--- src/rtl/div_pkg.sv ---
// Shared types and constants for the sequential restoring divider.
package div_pkg;

  localparam int unsigned DIV_DW = 16;
  localparam int unsigned DIV_VW = 8;

  typedef enum logic [1:0] {IDLE, RUN, DONE} state_t;

  // All-ones quotient reported on divide-by-zero, sized by the caller.
  function automatic logic [63:0] DZ_QUOTIENT(input int unsigned width);
    logic [63:0] ones;
    ones = '0;
    for (int unsigned i = 0; i < 64; i++) begin
      if (i < width) ones[i] = 1'b1;
    end
    return ones;
  endfunction

endpackage

--- src/rtl/div_step.sv ---
// One combinational restoring-division iteration: shift in a dividend bit, trial-subtract.
module div_step #(
  parameter int unsigned VW = 8
) (
  input  logic [VW:0]   r,
  input  logic          bit_in,
  input  logic [VW-1:0] divisor,
  output logic [VW:0]   r_next,
  output logic          q_bit
);

  logic [VW+1:0] r_shift;

  always_comb begin
    r_shift = {r, bit_in};
    q_bit   = (r_shift >= {2'b00, divisor});
    r_next  = q_bit ? (VW+1)'(r_shift - {2'b00, divisor}) : (VW+1)'(r_shift);
  end

endmodule

--- src/rtl/seq_divider.sv ---
// Sequential restoring divider, one quotient bit per clock, start/busy/done handshake.
// Define DIV_SIGNED_EN for two's-complement operands (truncating division).
module seq_divider
  import div_pkg::*;
#(
  parameter int unsigned DW = DIV_DW,
  parameter int unsigned VW = DIV_VW
) (
  input  logic          clk,
  input  logic          rst_n,
  input  logic          start,
  input  logic [DW-1:0] dividend,
  input  logic [VW-1:0] divisor,
  output logic          ready,
  output logic          busy,
  output logic          done,
  output logic [DW-1:0] quotient,
  output logic [VW-1:0] remainder,
  output logic          div_by_zero
);

  localparam int unsigned CW = (DW > 1) ? $clog2(DW) : 1;
  localparam logic [DW-1:0] DzQuotient = DW'(DZ_QUOTIENT(DW));

  state_t        state_q, state_d;
  logic [CW-1:0] cnt_q, cnt_d;
  logic [VW:0]   rem_q, rem_d;
  logic [DW-1:0] dvd_q, dvd_d;      // dividend shifts out the top, quotient shifts in below
  logic [VW-1:0] dvs_q, dvs_d;
  logic [DW-1:0] quo_q, quo_d;
  logic [VW-1:0] remo_q, remo_d;
  logic          dbz_q, dbz_d;

  logic [VW:0]   step_r;
  logic          step_q;
  logic [DW-1:0] mag_dividend, final_quo;
  logic [VW-1:0] mag_divisor, final_rem;

  div_step #(
    .VW(VW)
  ) u_step (
    .r      (rem_q),
    .bit_in (dvd_q[DW-1]),
    .divisor(dvs_q),
    .r_next (step_r),
    .q_bit  (step_q)
  );

`ifdef DIV_SIGNED_EN
  logic neg_q_q, neg_q_d, neg_r_q, neg_r_d;

  always_comb begin
    mag_dividend = dividend[DW-1] ? -dividend : dividend;
    mag_divisor  = divisor[VW-1] ? -divisor : divisor;
    final_quo    = {dvd_q[DW-2:0], step_q};
    final_rem    = step_r[VW-1:0];
    if (neg_q_q) final_quo = -final_quo;
    if (neg_r_q) final_rem = -final_rem;
  end

  always_ff @(posedge clk or negedge rst_n) begin
    if (!rst_n) begin
      neg_q_q <= 1'b0;
      neg_r_q <= 1'b0;
    end else begin
      neg_q_q <= neg_q_d;
      neg_r_q <= neg_r_d;
    end
  end

  always_comb begin
    neg_q_d = neg_q_q;
    neg_r_d = neg_r_q;
    if ((state_q != RUN) && start) begin
      neg_q_d = dividend[DW-1] ^ divisor[VW-1];
      neg_r_d = dividend[DW-1];
    end
  end
`else
  always_comb begin
    mag_dividend = dividend;
    mag_divisor  = divisor;
    final_quo    = {dvd_q[DW-2:0], step_q};
    final_rem    = step_r[VW-1:0];
  end
`endif

  always_comb begin
    state_d = state_q;
    cnt_d   = cnt_q;
    rem_d   = rem_q;
    dvd_d   = dvd_q;
    dvs_d   = dvs_q;
    quo_d   = quo_q;
    remo_d  = remo_q;
    dbz_d   = dbz_q;
    unique case (state_q)
      IDLE, DONE: begin
        if (start) begin
          if (divisor == '0) begin
            state_d = DONE;
            quo_d   = DzQuotient;
            remo_d  = dividend[VW-1:0];
            dbz_d   = 1'b1;
          end else begin
            state_d = RUN;
            cnt_d   = '0;
            rem_d   = '0;
            dvd_d   = mag_dividend;
            dvs_d   = mag_divisor;
          end
        end else if (state_q == DONE) begin
          state_d = IDLE;
        end
      end
      RUN: begin
        rem_d = step_r;
        dvd_d = {dvd_q[DW-2:0], step_q};
        cnt_d = cnt_q + CW'(1);
        if (cnt_q == CW'(DW - 1)) begin
          state_d = DONE;
          cnt_d   = '0;
          quo_d   = final_quo;
          remo_d  = final_rem;
          dbz_d   = 1'b0;
        end
      end
      default: state_d = IDLE;
    endcase
  end

  always_ff @(posedge clk or negedge rst_n) begin
    if (!rst_n) begin
      state_q <= IDLE;
      cnt_q   <= '0;
      rem_q   <= '0;
      dvd_q   <= '0;
      dvs_q   <= '0;
      quo_q   <= '0;
      remo_q  <= '0;
      dbz_q   <= 1'b0;
    end else begin
      state_q <= state_d;
      cnt_q   <= cnt_d;
      rem_q   <= rem_d;
      dvd_q   <= dvd_d;
      dvs_q   <= dvs_d;
      quo_q   <= quo_d;
      remo_q  <= remo_d;
      dbz_q   <= dbz_d;
    end
  end

  assign ready       = (state_q != RUN);
  assign busy        = (state_q == RUN);
  assign done        = (state_q == DONE);
  assign quotient    = quo_q;
  assign remainder   = remo_q;
  assign div_by_zero = dbz_q;

endmodule
--- config.mk ---
export PLATFORM = sky130hd
export DESIGN_NAME = seq_divider
export DESIGN_NICKNAME = d
export VERILOG_FILES = /design/src/rtl/div_pkg.sv /design/src/rtl/div_step.sv /design/src/rtl/seq_divider.sv
export SDC_FILE = /design/constraint.sdc
export NUM_CORES = 1
export LEC_CHECK = 0
export ABC_AREA = 1
export BUFFER_PORTS_ARGS = -buffer_cell sky130_fd_sc_hd__buf_2
export CORE_MARGIN = 5
export CORE_UTILIZATION = 51
export DETAILED_ROUTE_END_ITERATION = 7
export PLACE_DENSITY = 0.84
export SLEW_MARGIN = 20
export SYNTH_ARGS = -nofsm -noshare
export SYNTH_HDL_FRONTEND = slang
export SYNTH_HIERARCHICAL = 1
export SYNTH_SLANG_ARGS = --single-unit
--- constraint.sdc ---
create_clock -name clk -period 2 [get_ports clk]
set_input_delay 0.4 -clock clk [delete_from_list [all_inputs] [get_ports clk]]
set_output_delay 0.4 -clock clk [all_outputs]
set_load 0.05 [all_outputs]
== After elaboration in Yosys (flattened, before gate mapping) ==
Index checks and enable logic that the tools add are counted.

* Output and inout bits: 28
* Bits of input ports: 27
* Register bits after elaboration: 64
* Logic and storage cells: 57

* Reductions and logical operators: 8
* Equal/unequal tests: 9
* Mux-type cells: 28
* Order comparisons: 1
* Add/sub/neg operators: 2
* Bitwise operators: 1

{| class="wikitable"
|+ Operators by type and width
! operator !! count
|-
| $mux 16 || 5
|-
| $pmux 16 s2 || 2
|-
| $mux 9 || 3
|-
| $mux 8 || 3
|-
| $pmux 9 s2 || 1
|-
| $pmux 8 s2 || 1
|-
| $mux 4 || 3
|-
| $ge 10x8->1 || 1
|-
| $sub 9x8->9 || 1
|-
| $logic_not 8->1 || 1
|-
| $mux 2 || 4
|-
| $pmux 4 s2 || 1
|-
| $ne 2x2->1 const B || 3
|-
| $reduce_and 3->1 || 2
|-
| $add 4x1->4 const B || 1
|-
| $eq 4x4->1 const B || 1
|-
| $ne 2x1->1 const B || 2
|-
| $pmux 2 s2 || 1
|-
| $reduce_and 4->1 || 1
|-
| $mux 1 || 3
|-
| $ne 3x3->1 const B || 1
|-
| $eq 2x1->1 const B || 1
|-
| $eq 2x2->1 const B || 1
|-
| $logic_not 2->1 || 1
|-
| other kinds (5) || 5
|}

== Depth between registers and ports, before layout ==
Gate-level depths: netlist (run 1).

* Word-level depth: 4
* Depth in mapped cells: 16
* Gate-level depth less buffers: 16

== Cells and area by module ==
The synthesis (run 1) kept the hierarchy.

{| class="wikitable"
|+ Modules (own cells, without submodules)
! module !! instances !! area an instance (um2) !! sequential area each (um2) !! cells an instance
|-
| seq_divider || 1 || 2921.6 || 1601.5 || 353
|-
| div_step || 1 || 665.6 || 0.0 || 119
|}

== Worst setup path after synthesis (run 1) ==
Ideal clock, no wire load.

* Path kind: register to register
* Start point: register dvd_q[15]
* End point: register remo_q[7], in the netlist remainder[7]
* Setup time: 0.065 ns
* Clock period less this slack: 2.060 ns
* Buffers on the path: 0
* Stages on the path, launching flop included: 16
* Path slack: -0.060 ns
* Data required time: 1.935 ns
* Arrival: 1.994 ns
* Cell sequence: dfrtp_1 > inv_1 > ha_1 > inv_1 > fa_1 > nand3_1 > nand3_1 > nand2_2 > nand2_4 > nor2_8 > nand3_1 > nand2_1 > inv_1 > o21ai_0 > nand4_1 > nand2_1

* Word-level cells in the longest chain between the ends: 4
* Elaborated cells on any way between the ends: 5
* Those cells by class: 1 x add/sub; 1 x order compare; 3 x mux

{| class="wikitable"
|+ RTL lines
! item !! RTL line !! RTL
|-
| start, declared || seq_divider.sv:28 || <nowiki>logic [DW-1:0] dvd_q, dvd_d;</nowiki>
|-
| start signal, assigned || seq_divider.sv:146 || <nowiki>dvd_q <= dvd_d;</nowiki>
|-
| $sub 9x8->9 or $ge 10x8->1 (tied branches) || div_step.sv:17, div_step.sv:16 ||
|-
| $mux 9 (*) || div_step.sv:17 || <nowiki>r_next = q_bit ? (VW+1)'(r_shift - {2'b00, divisor}) : (VW+1)'(r_shift);</nowiki>
|-
| net step_r[7] || seq_divider.sv:34 || <nowiki>logic [VW:0] step_r;</nowiki>
|-
| $mux 8 (*) || seq_divider.sv:120 || <nowiki>if (cnt_q == CW'(DW - 1)) begin</nowiki>
|-
| $pmux 8 s2 (*) || seq_divider.sv:97 || <nowiki>unique case (state_q)</nowiki>
|-
| end signal, assigned || seq_divider.sv:149 || <nowiki>remo_q <= remo_d;</nowiki>
|-
| end, declared || seq_divider.sv:31 || <nowiki>logic [VW-1:0] remo_q, remo_d;</nowiki>
|}

The timed path passes the listed nets; every way through them passes the cells marked *. The select of a mux whose other input is x is not followed.
A chain may end at the register's enable or synchronous reset.

== Worst setup path after layout (run 1) ==
* Start point: register dvd_q[15]
* End point: register remo_q[5], in the netlist remainder[5]

Same word-level chain as after synthesis.

==> summary.md, run 1 <==
| Metric | Value |
|---|---|
| Total gr overflow | `0` |
| Crit path cell chain | `inv_1, ha_1, inv_2, fa_2, nand3_2, nand3_2, nand2_4, nand2_4, nor2_4, nand3_1, nand2_1, nand2_1, nand2_1, nand4_1, nand2_1` |
| Top cell by count, worst path | `nand2_1` |
| Register area share after synthesis | `approximately 45%` |
| Final Hold Vio Count | `0` |
| DIE AREA | `0.00881 sq mm` |
| Sink Count | `between 60 and 70` |
| Violated checks | `setup timing` |
| Tightest Pin Transition | `367 ps` |
| CTS tree | `done` |
| Slowest cell on the critical path | `dfrtp_1` |
| Flop and latch count out of synthesis | `64` |
| Area after DPL | `around 0.004 sq mm` |
| Num rows | `30` |
| Post-layout min period | `between 2000 and 2500 ps` |
| P&R area growth vs syn | `18.8%` |
| Final-report max-slew violation count | `0` |
| GR Util met3 | `5.37%` |
| CTS Buffer Depth | `2` |
| First-pass GRT wire length | `15.0 mm` |
| Period utilization | `105%` |
| Worst setup margin | `-104 ps` |
| Final Cell Area | `~0.0043 sq mm` |
| # port buffers | `54` |
| Headroom to the max-slew limit | `75.5%` |
| Clock Root Buffer | `clkbuf_8` |
| Fillers | `roughly 600` |
| Critical path class | `flip-flop to flip-flop` |
| Clock Skews | `9.77 ps` |
| Avg Cell Area, Syn | `between 7 and 8 sq um` |
| Vias in the first global route | `around 3300` |
| Fmax | `about 0.48 GHz` |
| Iteration-0 DRC Markers | `roughly 260` |
| CTS buffer count | `9` |
| Post-synthesis cell count | `around 470` |
| Max-Cap Viols | `0` |
| Worst Hold Class | `input port to asynchronous set/reset pin` |
| Largest net degree at the start of global routing | `65` |
| Vias per Instance | `5.28` |
| Fin nets | `between 500 and 600` |
| Hold_ws | `between 40 and 50 ps` |
| Syn Nets | `509` |
| Residual DRC | `0` |
| Post-CTS Hold Buffers | `0` |
| Syn. warnings | `6` |
| Drt first pass iters | `5` |
| Core area | `about 0.007 sq mm` |
| Endpoint class of the critical path | `flip-flop` |
| Grt met1 use | `roughly a quarter` |
| Hpwl dp | `between 6 and 7 mm` |
| ANT cells | `0` |
| Startpoint types | `flip-flop` |
| GRT Util Overall | `around 22%` |
| RSZ-0062 raised after global routing | `true` |
| GR Layer Usage met2 | `between 30 and 40%` |
| I/O pin count | `55` |
| CP peak stage delay | `around 370 ps` |
| Clock-pin slew on the worst setup and hold paths | `roughly 80 ps` |
| H-tree levels | `3` |
| Gpl congestion | `0.854` |
| Outcome | `finished, violations left` |
| Post-route ant nets | `0` |
| Setup violations, final | `9` |
| Worst skew pair latency | `roughly 350 ps` |
| Routed WL per cell | `13.9 microns` |
| Final Non-Filler Cells | `637` |
| Busiest layer in global routing | `met2` |
| Netlist Area Pre-Place | `0.00359 sq mm` |
| Worst Path Arrival | `between 2000 and 2500 ps` |
| Die Ht | `around 94 microns` |
| Inst Count DP | `approximately 600` |
| Initial core utilization | `between 50% and 60%` |
| Wirelength, routed | `approximately 8.9 mm` |
| Crit path max fanout | `4` |
| CP Data Required Time | `2290 ps` |
| Vias | `3361` |
| Cell variety after synth | `29` |
| Die W | `~94 microns` |
| Initial antenna violation count | `0` |
| Layout cells sized above 1 | `21.6%` |
-- final timing paths --
path / startpoint / to / slack [ps] / cells after the start
worst min-delay path: rst_n / dvs_q[7] / 50 / 2
max in group asynchronous: rst_n / quotient[12] / 1660 / 2
worst max-delay path: dvd_q[15] / remainder[5] / -100 / 15
worst min register to register: quotient[5] / quotient[5] / 470 / 2
min in group clk: divisor[4] / dvs_q[4] / 310 / 3
worst max register to register: dvd_q[15] / remainder[5] / -100 / 15
-- logic make-up after synthesis --
| family | after synthesis | synth area share [%] |
|---|---|---|
| and+or+nand+nor | 261 | 32.5 |
| adders and majority gates | 10 | 3.70 |
| xor gates and xnor gates | 4 | 0.977 |
| AOI/OAI and AO/OA | 51 | 8.30 |
| DFF | 64 | 44.6 |
| buffers and inverters | 82 | 9.87 |
-- cells in the final DEF (no fill, tap or decap), drive strengths merged --
master,instances
a21oi,4
a31oi,1
buf,75
bufinv,1
clkbuf,10
clkinv,2
clkinvlp,2
dfrtp,64
fa,1
ha,9
inv,60
nand2,189
nand3,34
nand4,27
nor2,11
o21ai,46
or2,1
xor2,4
-- timing repair --
action                     in CTS  in global routing
gates cloned                    1                  0
pin swaps                       6                  3
buffers inserted                1                  3
gates resized for setup         8                  3
setup endpoints to repair       8                 15
-- flip-flops by register name (all words and copies together), names as in the netlist --
register     flops
dvd_q           16
dvs_q            8
div_by_zero      1
quotient        16
state_q          2
remainder        8
cnt_q            4
rem_q            9
-- cells in the mapped netlist --
cell | n | area, sq um
nand2_1 | 184 | 691
dfrtp_1 | 64 | 1600
inv_1 | 57 | 214
o21ai_0 | 40 | 200
nand3_1 | 32 | 160
nand4_1 | 26 | 163
buf_2 | 16 | 80.1
ha_1 | 9 | 113
nor2_1 | 8 | 30.0
nand2_2 | 4 | 25.0
o21ai_1 | 4 | 20.0
xor2_1 | 4 | 35.0
a21oi_1 | 3 | 15.0
buf_4 | 3 | 22.5
buf_6 | 2 | 22.5
clkbuf_1 | 2 | 7.51
inv_2 | 2 | 7.51
a21oi_4 | 1 | 16.3
a31oi_4 | 1 | 21.3
fa_1 | 1 | 20.0
nand2_4 | 1 | 11.3
nand3_2 | 1 | 10.0
nand3_4 | 1 | 17.5
nand4_4 | 1 | 21.3
nor2_4 | 1 | 11.3
nor2_8 | 1 | 20.0
o21ai_2 | 1 | 8.76
o21ai_4 | 1 | 16.3
or2_2 | 1 | 6.26
-- per-layer routing --
metal / share of wire (%) / vias up
met5: 0 / -
met4: 2.7 / 0
met3: 6.0 / 26
met2: 51 / 152
met1: 40 / 1550
li1: - / 1633
-- cell type report --
class,count,area (sq um),area share [%]
clock buffers,10,138,3.23
repair buffers,75,444,10.4
inverters,59,221,5.20
multi-input cells,327,1670,39.2
well taps,96,120,2.82
clock inverters,6,67.6,1.58
flip-flops and latches,64,1600,37.6
-- critical path: cells and delay by family, from the launching register on --
family	cells	cell delay, ps
buffers and inverters	2	110
adders and majority gates	2	500
DFF	1	370
and+or+nand+nor	11	1060
-- per-stage QoR --
step,setup TNS [ps],setup WS (ps),util [%]
2_1_floorplan,0,14.6,-
3_3_place_gp,-13.8,-12.6,58.4
3_5_place_dp,-424,-121,58.4
4_1_cts,-158,-64.3,62.0
5_1_grt,-1860,-249,62.4
6_report,-546,-104,62.4
Power of run 1 is not shown: default switching activity piles up to over one toggle a cycle in this logic, so the estimate is an artifact.
==> run 2: changes to the inputs <==
--- a/config.mk
+++ b/config.mk
@@ -11,6 +11,7 @@
 export CORE_UTILIZATION = 51
 export DETAILED_ROUTE_END_ITERATION = 7
 export PLACE_DENSITY = 0.84
+export REMOVE_ABC_BUFFERS = 1
 export SLEW_MARGIN = 20
 export SYNTH_ARGS = -nofsm -noshare
 export SYNTH_HDL_FRONTEND = slang
==> summary.md, run 2 (same netlist as run 1, synthesis figures left out) <==
| Metric | Value |
|---|---|
| Outcome | `finished, violations left` |
| Violated checks | `setup timing` |
| Crit path max-delay family | `simple AND/OR/NAND/NOR gates` |
| Drt first pass iters | `5 (unchanged)` |
| ANT cells | `0 (unchanged)` |
| Tightest Pin Transition | `366 ps (-0.853 ps)` |
| Final Hold Vio Count | `0 (unchanged)` |
| Vias per Instance | `5.41 (+2.6%)` |
| Total gr overflow | `0 (unchanged)` |
| Max-Cap Viols | `0 (unchanged)` |
| Headroom to the max-slew limit | `75.5% (about the same)` |
| Endpoint class of the critical path | `flip-flop` |
| # port buffers | `54 (unchanged)` |
| Fmax | `0.465 GHz (-2.2%)` |
| CP peak stage delay | `370 ps (about the same)` |
| Core area | `0.00683 sq mm (unchanged)` |
| Clock Skews | `8.69 ps (-1.08 ps)` |
| Die W | `93.9 microns (unchanged)` |
| DIE AREA | `0.00881 sq mm (unchanged)` |
| Slowest cell on the critical path | `dfrtp_1` |
| Buf+Inv Stages, Crit Path | `3 (+1)` |
| Post-layout min period | `2150 ps (+47.3 ps)` |
| Routed WL per cell | `14.8 microns (+6.3%)` |
| Layout cells sized above 1 | `26.0% (+4.3 points)` |
| Initial core utilization | `52.5% (unchanged)` |
| Worst Hold Class | `input port to asynchronous set/reset pin` |
| Most common cell after layout, fill and taps aside | `nand2_1` |
| GRT Util Overall | `21.4% (-0.43 points)` |
| Critical path class | `flip-flop to flip-flop` |
| Period utilization | `108% (+2.4 points)` |
| Initial antenna violation count | `0 (unchanged)` |
| Crit path cell chain | `inv_1, ha_2, inv_2, fa_2, nand3_2, nand3_2, nand2_2, nand2_4, nor2_8, buf_6, nand3_2, nand2_1, nand2_1, nand2_1, nand4_1, nand2_1` |
| Iteration-0 DRC Markers | `312 (+19%)` |
| Residual DRC | `0 (unchanged)` |
| Gpl congestion | `0.836 (-2.2%)` |
| Sink Count | `64 (unchanged)` |
| Fin nets | `583 (+1.7%)` |
| Top cell by count, worst path | `nand2_1` |
| Final-report max-slew violation count | `0 (unchanged)` |
| Die Ht | `93.9 microns (unchanged)` |
| P&R area growth vs syn | `24.0%` |
| Clock-pin slew on the worst setup and hold paths | `70 ps (about the same)` |
| Worst skew pair latency | `340 ps (about the same)` |
| Most frequent cells in the layout | `nand2_1, dfrtp_1, buf_2` |
| H-tree levels | `3 (unchanged)` |
| CTS tree | `done` |
| Largest net degree at the start of global routing | `65 (unchanged)` |
| Wirelength, routed | `9.59 mm (+7.9%)` |
| RSZ-0062 raised after global routing | `true` |
| I/O pin count | `55 (unchanged)` |
| Fillers | `590 (-4.1%)` |
| Num rows | `30 (unchanged)` |
| Area after DPL | `0.00399 sq mm (unchanged)` |
| Post-route ant nets | `0 (unchanged)` |
| Clock Root Buffer | `clkbuf_8` |
| Worst setup margin | `-152 ps (-47.3 ps)` |
| Hpwl dp | `5.67 mm (-7.3%)` |
| First-pass GRT wire length | `15.1 mm (about the same)` |
| CTS Buffer Depth | `2 (unchanged)` |
| Vias in the first global route | `3346 (+1.1%)` |
| CTS buffer count | `9 (unchanged)` |
| CP Data Required Time | `2280 ps (about the same)` |
| Post-CTS Hold Buffers | `0 (unchanged)` |
| Crit path max fanout | `6 (+2)` |
| Startpoint types | `flip-flop` |
| Setup violations, final | `16 (+7)` |
| Final Cell Area | `0.00445 sq mm (+4.3%)` |
| Vias | `3501 (+4.2%)` |
| Worst Path Arrival | `2440 ps (+50 ps)` |
-- run 2: layout make-up --
type / instances / area [sq um] / share of cell area (%)
Sequential cell: 64 / 1600 / 36.0
Clock buffer: 11 / 131 / 2.95
Inverter: 59 / 221 / 4.98
Multi-Input combinational cell: 327 / 1760 / 39.6
Clock inverter: 5 / 81.3 / 1.83
Tap cell: 96 / 120 / 2.70
Timing Repair Buffer: 85 / 531 / 11.9
-- run 2: metrics by stage --
step | utilization [%] | hold WS, ps | instances | setup TNS, ps | setup WS, ps
after floorplan | - | 104 | 449 | -57100 | -1430
after global placement | 58.4 | 437 | 617 | -161 | -76.3
after detailed placement | 58.4 | 444 | 617 | -1080 | -178
after CTS | 62.8 | 76.3 | 641 | -529 | -76.0
after global routing | 65.1 | 89.8 | 647 | -3940 | -312
final | 65.1 | 61.6 | 647 | -1320 | -152
-- run 2: what timing repair did --
item / in CTS / in global routing
pin swaps: 4 / 25
gates cloned: 1 / 0
gates resized for setup: 8 / 29
buffers inserted: 7 / 6
setup endpoints to repair: 14 / 19
-- run 2: final timing paths --
| check | from | end | slack [ps] | cells past startpoint |
|---|---|---|---|---|
| setup / recovery | dvd_q[15] | remainder[1] | -150 | 16 |
| hold / removal | rst_n | dvs_q[3] | 60 | 2 |
| setup reg to reg | dvd_q[15] | remainder[1] | -150 | 16 |
| hold reg to reg | quotient[14] | quotient[14] | 470 | 2 |
| max in group asynchronous | rst_n | rem_q[5] | 1650 | 2 |
| min in group clk | divisor[6] | dvs_q[6] | 320 | 3 |
-- run 2: routing by layer --
layer  GRT usage (%)  up-vias  routed length (microns)
met2            35.2      177                     4710
met5               0        -                        0
met1            27.4     1634                     3880
met4            9.51        0                      349
li1                -     1652                        -
met3            3.85       38                      652
Power of run 2 is left out for the same reason.
==> run 3: changes to the inputs <==
--- a/config.mk
+++ b/config.mk
@@ -12,6 +12,7 @@
 export DETAILED_ROUTE_END_ITERATION = 7
 export PLACE_DENSITY = 0.84
 export REMOVE_ABC_BUFFERS = 1
+export SETUP_SLACK_MARGIN = 0.05
 export SLEW_MARGIN = 20
 export SYNTH_ARGS = -nofsm -noshare
 export SYNTH_HDL_FRONTEND = slang
==> summary.md, run 3 (same netlist as run 1, synthesis figures left out) <==
| Metric | Value |
|---|---|
| Endpoint class of the critical path | `flip-flop` |
| CP Data Required Time | `2290 ps (about the same)` |
| Vias in the first global route | `3346 (unchanged)` |
| Clock Root Buffer | `clkbuf_8` |
| Core area | `0.00683 sq mm (unchanged)` |
| Routed WL per cell | `14.8 microns (-0.39%)` |
| P&R area growth vs syn | `24.3%` |
| Final-report max-slew violation count | `0 (unchanged)` |
| Crit path max fanout | `6 (unchanged)` |
| First-pass GRT wire length | `15.1 mm (unchanged)` |
| Startpoint types | `flip-flop` |
| Sink Count | `64 (unchanged)` |
| Clock-pin slew on the worst setup and hold paths | `70 ps (about the same)` |
| Most frequent cells in the layout | `nand2_1, dfrtp_1, inv_1` |
| Residual DRC | `0 (unchanged)` |
| Layout cells sized above 1 | `26.0% (unchanged)` |
| Reg2reg start | `dvd_q[15]` |
| Largest net degree at the start of global routing | `65 (unchanged)` |
| Worst Hold Class | `input port to asynchronous set/reset pin` |
| Wirelength, routed | `9.55 mm (-0.39%)` |
| Gpl congestion | `0.836 (unchanged)` |
| DIE AREA | `0.00881 sq mm (unchanged)` |
| Iteration-0 DRC Markers | `341 (+9.3%)` |
| Drt first pass iters | `6 (+1)` |
| Fin nets | `583 (unchanged)` |
| CTS Buffer Depth | `2 (unchanged)` |
| Clock Skews | `8.57 ps (-0.124 ps)` |
| Worst skew pair latency | `350 ps (about the same)` |
| CTS buffer count | `9 (unchanged)` |
| Setup violations, final | `15 (-1)` |
| Inst Count DP | `617 (unchanged)` |
| Tightest Pin Transition | `370 ps (+3.86 ps)` |
| Die Ht | `93.9 microns (unchanged)` |
| # port buffers | `54 (unchanged)` |
| H-tree levels | `3 (unchanged)` |
| Worst setup path start | `dvd_q[15]` |
| CTS tree | `done` |
| Max-Cap Viols | `0 (unchanged)` |
| Final Non-Filler Cells | `647 (unchanged)` |
| Headroom to the max-slew limit | `75.2% (-0.26 points)` |
| Worst setup margin | `-155 ps (-3.25 ps)` |
| Initial core utilization | `52.5% (unchanged)` |
| Num rows | `30 (unchanged)` |
| Hold_ws | `54.6 ps (-7.06 ps)` |
| Critical path class | `flip-flop to flip-flop` |
| RSZ-0062 raised after global routing | `true` |
| Final Hold Vio Count | `0 (unchanged)` |
| Violated checks | `setup timing` |
| Period utilization | `108% (+0.16 points)` |
| Total gr overflow | `0 (unchanged)` |
| Vias per Instance | `5.40 (-0.17%)` |
| Post-layout min period | `2150 ps (+3.25 ps)` |
| Die W | `93.9 microns (unchanged)` |
| Most common cell after layout, fill and taps aside | `nand2_1` |
| Fmax | `0.464 GHz (-0.15%)` |
| Hpwl dp | `5.67 mm (unchanged)` |
| GRT Util Overall | `21.4% (unchanged)` |
| Worst Path Arrival | `2440 ps (about the same)` |
| ANT cells | `0 (unchanged)` |
| Post-CTS Hold Buffers | `0 (unchanged)` |
| Initial antenna violation count | `0 (unchanged)` |
| I/O pin count | `55 (unchanged)` |
| Outcome | `finished, violations left` |
| Vias | `3495 (-0.17%)` |
| Post-route ant nets | `0 (unchanged)` |
| Setup TNS | `-1230 ps (+88.5 ps)` |
| R2r setup slk | `-150 ps (about the same)` |
## run 3: final cells by class
cell class                      count  area (sq um)
Multi-Input combinational cell    327          1760
Clock buffer                       11           131
Timing Repair Buffer               85           543
Sequential cell                    64          1600
Inverter                           59           221
Clock inverter                      5          81.3
Fill cell                         585          2370
Tap cell                           96           120
## run 3: timing repair
item	in CTS	in global routing
buffers inserted	7	6
gates resized for setup	8	37
pin swaps	4	24
cloned	1	0
endpoints found under the setup margin	17	21
## run 3: worst max-delay path: stages, from the launching register on
cell and delay [ps]:
dfrtp_1 370, inv_1 60, ha_2 160, inv_2 40, fa_2 350, nand3_2 90, nand3_2 100, nand2_2 110
nand2_4 80, nor2_8 130, buf_6 130, nand3_2 60, nand2_1 80, nand2_1 90, nand2_1 80, nand4_1 90
nand2_1 80
## run 3: per-layer routing
metal,up-vias,global-route usage [%],part of all wire (%)
met1,1613,27.4,39
met4,0,9.51,3.7
met5,-,0,0
met2,193,35.2,49
li1,1651,-,-
met3,38,3.85,7.8
## run 3: final timing paths
kind | endpoint | cells after the start
hold reg to reg | quotient[14] | 2
setup / recovery | remainder[1] | 16
hold / removal | rem_q[0] | 2
setup reg to reg | remainder[1] | 16
min in group clk | dvs_q[6] | 3
max in group asynchronous | rem_q[5] | 2
## run 3: through the flow
step / cell area (sq um) / util [%] / setup WS (ps)
6_report: 4460 / 65.3 / -155
4_1_cts: 4290 / 62.8 / -76.0
3_5_place_dp: 3990 / 58.4 / -178
3_3_place_gp: 3990 / 58.4 / -76.3
5_1_grt: 4460 / 65.3 / -312
2_1_floorplan: 3450 / - / -1430
Power of run 3 is left out for the same reason.
